## src/rtl/clk_divider.sv

```systemverilog
// Programmable clock divider / single-step pulse generator driving the core-under-debug clock.
// Optional build macro CLK_DIVIDER_DIVLATCH_EN latches the divider at period/pulse boundaries.
module clk_divider #(
    parameter int COUNTER_BITS = 32
) (
    input  logic                    clk,
    input  logic                    reset,
    input  logic                    option,
    input  logic                    out_enable,
    input  logic [COUNTER_BITS-1:0] divider,
    input  logic                    pulse,
    output logic                    clk_o
);

    localparam logic [COUNTER_BITS-1:0] CNT_ONE = COUNTER_BITS'(1);

    logic [COUNTER_BITS-1:0] cnt_reg, cnt_next;
    logic                    clk_o_reg, clk_o_next;
    logic                    busy_reg, busy_next;
    logic                    pulse_q_reg;
    logic                    option_q_reg;
    logic [COUNTER_BITS-1:0] div_eff;

    logic mode_change;
    logic pulse_edge;
    logic at_limit;

    assign mode_change = (option != option_q_reg);
    assign pulse_edge  = pulse & ~pulse_q_reg;
    // >= rather than == so a divider lowered mid-count wraps instead of running to overflow
    assign at_limit    = (cnt_reg >= div_eff);

`ifdef CLK_DIVIDER_DIVLATCH_EN
    logic [COUNTER_BITS-1:0] div_eff_reg;
    logic                    div_load;

    // Reload only where the waveform is at a boundary, so reprogramming never shortens a half-period
    assign div_load = !out_enable || mode_change ||
                      (!option && at_limit) ||
                      (option && (!busy_reg || at_limit));

    always_ff @(posedge clk) begin
        if (reset) begin
            div_eff_reg <= '0;
        end else if (div_load) begin
            div_eff_reg <= divider;
        end
    end

    assign div_eff = div_eff_reg;
`else
    assign div_eff = divider;
`endif

    always_comb begin
        cnt_next   = cnt_reg;
        clk_o_next = clk_o_reg;
        busy_next  = busy_reg;
        if (!out_enable || mode_change) begin
            cnt_next   = '0;
            clk_o_next = 1'b0;
            busy_next  = 1'b0;
        end else if (!option) begin
            busy_next = 1'b0;
            if (at_limit) begin
                cnt_next   = '0;
                clk_o_next = ~clk_o_reg;
            end else begin
                cnt_next = cnt_reg + CNT_ONE;
            end
        end else if (busy_reg) begin
            // Edges arriving while a step is in flight (including its final cycle) are dropped
            if (at_limit) begin
                cnt_next   = '0;
                clk_o_next = 1'b0;
                busy_next  = 1'b0;
            end else begin
                cnt_next = cnt_reg + CNT_ONE;
            end
        end else if (pulse_edge) begin
            cnt_next   = '0;
            clk_o_next = 1'b1;
            busy_next  = 1'b1;
        end
    end

    always_ff @(posedge clk) begin
        if (reset) begin
            cnt_reg      <= '0;
            clk_o_reg    <= 1'b0;
            busy_reg     <= 1'b0;
            pulse_q_reg  <= 1'b0;
            option_q_reg <= 1'b0;
        end else begin
            cnt_reg      <= cnt_next;
            clk_o_reg    <= clk_o_next;
            busy_reg     <= busy_next;
            pulse_q_reg  <= pulse;
            option_q_reg <= option;
        end
    end

    assign clk_o = clk_o_reg;

endmodule

```

## config.mk

```make
export PLATFORM = sky130hd
export DESIGN_NAME = clk_divider
export DESIGN_NICKNAME = d
export VERILOG_FILES = /design/src/rtl/clk_divider.sv
export SDC_FILE = /design/constraint.sdc
export NUM_CORES = 1
export LEC_CHECK = 0
export CORE_AREA = 2 2 88 90
export DETAILED_ROUTE_END_ITERATION = 8
export DIE_AREA = 0 0 90 92
export GPL_TIMING_DRIVEN = 0
export SYNTH_ARGS = -nofsm -noshare
export SYNTH_HDL_FRONTEND = slang
export SYNTH_SLANG_ARGS = --single-unit
```

## constraint.sdc

```tcl
create_clock -name clk -period 3 [get_ports clk]
set_clock_uncertainty 0.2 [all_clocks]
set_input_delay 0.3 -clock clk [delete_from_list [all_inputs] [get_ports clk]]
set_output_delay 0.3 -clock clk [all_outputs]
set_load 0.1 [all_outputs]
```

Yosys cells after proc, flatten, opt, wreduce, memory -nomap -nowiden --
Index checks and enable logic that the tools add are counted.
Word-level totals: bits in registers 36, input bits 37, output and inout bits 1, word-level logic and storage cells 32
Cells by class: $add $sub $neg 1, order comparisons 1, eq/ne operators 3, muxes and demuxes 12, bitwise gates (word level) 4, reduce and logical (&&, ||, !) cells 6
Operators by type and width (count):
- $mux 32 | 4
- $add 32x1->32 const B | 1
- $ge 32x32->1 | 1
- $mux 1 | 8
- $ne 3x1->1 const B | 1
- $not 1->1 | 3
- $reduce_and 3->1 | 1
- $reduce_or 3->1 | 1
- $ne 2x1->1 const B | 1
- $reduce_bool 2->1 | 1
- $reduce_or 2->1 | 1
- $and 1x1->1 | 1
- $logic_not 1->1 | 1
- $logic_or 1x1->1 | 1
- $ne 1x1->1 | 1

Logic depth before layout (Yosys ltp) --
word-level depth 5, depth in mapped cells 10, gate-level depth less buffers 9

Least setup slack after synthesis --
OpenSTA, ideal clock, no wires.
path kind register to register, start register cnt_reg[29], end register clk_o_reg (netlist: clk_o), data arrival time 2363 ps, data required time 2729 ps, slack 366 ps, cell stages (with the launch flop) 9, path buffers 0, clock period less this slack 2634 ps, cells stage by stage dfxtp_1 > ha_1 > nand4_1 > or4_4 > or3_1 > o22ai_2 > nor4_4 > a2111o_1 > a21oi_1
On the way: cells in the longest elaborated chain, start to end 3
RTL lines:
- start: declaration | RTL line 17 | logic [COUNTER_BITS-1:0] cnt_reg, cnt_next;
- start signal: assignment | RTL line 95 | cnt_reg <= cnt_next;
- $ge 32x32->1 (*) | RTL line 31 | assign at_limit = (cnt_reg >= div_eff);
- $ne 2x1->1 (no line) or $reduce_bool 2->1 (tied branches)
- $reduce_and 3->1 (no line) (*)
- end signal: assignment | RTL line 96 | clk_o_reg <= clk_o_next;
- end: declaration | RTL line 18 | logic clk_o_reg, clk_o_next;
Every way passes the cells marked *; elsewhere a longest branch is shown, timed or not. A chain may end at the register's enable or synchronous reset.

Worst setup path after layout --
start input divider[19], end register cnt_reg[18]
On the way: cells in the longest elaborated chain, start to end 4
RTL lines:
- start: declaration | RTL line 10 | input logic [COUNTER_BITS-1:0] divider,
- $ge 32x32->1 (*) | RTL line 31
- $mux 32 (*) | RTL line 65, 73
- $mux 32 | RTL line 71 | end else if (busy_reg) begin
- $mux 32 (*) | RTL line 63 | end else if (!option) begin
Marked as above.

==> flow_summary.ini <==
[grt]
antenna_found_initial = 0
grtUsageTotal = 0.144
grt_pass1_vias = 2203
grt_pass1_wl_microns = 9880
grt_max_degree = 12
grt-ovfl-total = 0

[timing]
hold_violations = 0
worst_slack_ps = 89.1
fmax_mhz = 344
setup_tns_ps = 0
period_needed_ps = 2910
worst_pin_slew_ps = 969
maxSlewHeadroom = 0.352
fin_crit_sh = 0.970
finalSetupViolations = 0
slew_viol_final = 0
whs_ps = 311

[cells_and_area]
area_growth_pct = 38.4
largest_register_ffs = 32
drive_above_1_share = 0.153
final_cell_mix = dfxtp_1 (33), nor2_1 (28), inv_1 (25)
layout.nets = 428
finish.utilization = 0.460
final_common_cell = dfxtp_1
n_antenna_cell = 0

[setup_path]
cp_max_fo = 6
crit_path_end_kind = flip-flop
worstPathRequired_ps = 2980
worstSetupPathType = in2reg
cp.arrival_ps = 2890
crit_start = divider[19]
timing.rr.start = cnt_reg[20]
start_kind = input pin

[logic_synthesis]
synth.area.top_cells = dfxtp_1 (29%), ha_1 (17%), xor2_1 (6.0%)
ys_ff_latch = 36
syn_avg_cell_area_sq_um = 8.12
synth_top_cell_by_area = dfxtp_1
ys_async_sr_fraction = 0
syn_nets = 375
synthesis.area_sq_mm = 0.00248
synthCells = 305
ys_types = 43
synth_edf_count = 0
ys_seq_area_frac = 0.291
ys_warn_count = 0
ys.flop_type = dfxtp_1
synth_top_area_frac = 0.291

[routing]
route.detailed.drc = 0
wl_per_cell_microns = 12.8
dr.pass1.iters = 4
vias_per_cell = 4.92
routed_wl_microns = 5900
dr_total_vias = 2269
initialDrtViolationCount = 91
ant_nets = 0

[hold_path]
min_path_type = reg2reg
hp-start = cnt_reg[25]

[status]
outcome = complete, no violations

[floorplan]
dieArea_sq_mm = 0.00828
die_h_microns = 92
core_sq_mm = 0.00745
io_pins = 38
die_w_microns = 90
start_util = 0.332
rows = 32

[power_and_ir_drop]
cellLeakagePower_nw = 1.49
vdd_drop_max_mv = 0.179
power_density_mw_per_mm2 = 319

[clock_network]
clkLatencyLatePin_ps = 290
htreeDepth = 2
cts.sinks = 36
ctsHoldBuffers = 0
clk_pin_slew_worst_paths_ps = 70
cts_buffers = 5
cts_tree = built
root_buffer = clkbuf_8
clockBufferDepth = 2

[job]
maxCapViolCount = 0

[placement]
pre_cts_ws_ps = -527
gp_congestion = 0.789
portBuffers = 37
dp_hpwl_microns = 4280
[cells by family after synthesis]
logic type	share of synthesized area
XOR/XNOR	0.0849
adder cells (fa/ha/maj)	0.167
flip-flops	0.291
AND/OR/NAND/NOR	0.274
AO/OA/AOI/OAI	0.119
buffers and inverters	0.0601
multiplexers	0.00404
[per-layer routing]
layer,track usage,routed length (microns),part of all wire
met5,0,0,0
met4,0.0462,81,0.014
met3,0.0296,158,0.027
met2,0.244,2810,0.48
met1,0.183,2850,0.48
[worst max-delay path: stages]
cell	delay [ps]
clkdlybuf4s50_1	450
inv_1	60
ha_4	260
nand4_1	80
or4_4	500
or3_4	350
o22ai_4	170
nor4_4	90
buf_4	150
o21ai_4	240
buf_6	180
nor2_1	40
[power breakdown]
| part | internal [mW] | switching, mW |
|---|---|---|
| registers | 0.480 | 0.00210 |
| logic | 0.0769 | 0.0643 |
| clock network | 0.293 | 0.176 |
[worst paths after layout]
| kind | endpoint | slack, ps | cells after the start |
|---|---|---|---|
| min reg2reg | cnt_reg[25] | 310 | 2 |
| min | cnt_reg[25] | 310 | 2 |
| max reg2reg | cnt_reg[18] | 110 | 10 |
| max | cnt_reg[18] | 90 | 12 |
[synth_stat cells (2+ instances only)]
library cell and number:
and2_1 3, nand2b_1 5, a2111o_1 2, a21oi_1 16, nand4_1 16, clkbuf_1 2
nor2b_1 6, o21ai_0 7, o311ai_1 2, and3b_1 2, a31oi_1 2, ha_1 33
nand3_1 20, dfxtp_1 36, nand4b_1 2, nor3_1 3, o21a_1 2, xnor2_1 7
a21o_1 4, xor2_1 17, buf_2 2, inv_1 35, nand2_1 23, o211ai_1 2
and4_1 2, and3_1 6, nor2_1 32
[metrics by stage]
step                instances  power (mW)  cell area, sq um
floorplan                 305       0.550              2480
global placement          444       0.613              2970
detailed placement        444       0.613              2970
CTS                       455        1.09              3160
global route              461        1.14              3430
finish                    461        1.09              3430
[final cells by class]
cell class	count	area (sq um)
Fill cell	749	4020
Multi-Input combinational cell	230	1800
Sequential cell	36	727
Timing Repair Buffer	46	478
Inverter	35	131
Tap cell	102	128
Clock buffer	7	96.3
Buffer	4	33.8
Clock inverter	1	30.0
[what timing repair did]
| action | CTS | global route |
|---|---|---|
| pin swaps | 4 | 22 |
| gates cloned | 0 | 2 |
| endpoints found under the setup margin | 30 | 30 |
| setup buffers | 3 | 4 |
| gates resized for setup | 9 | 51 |
(Power assumes the default switching activity.)
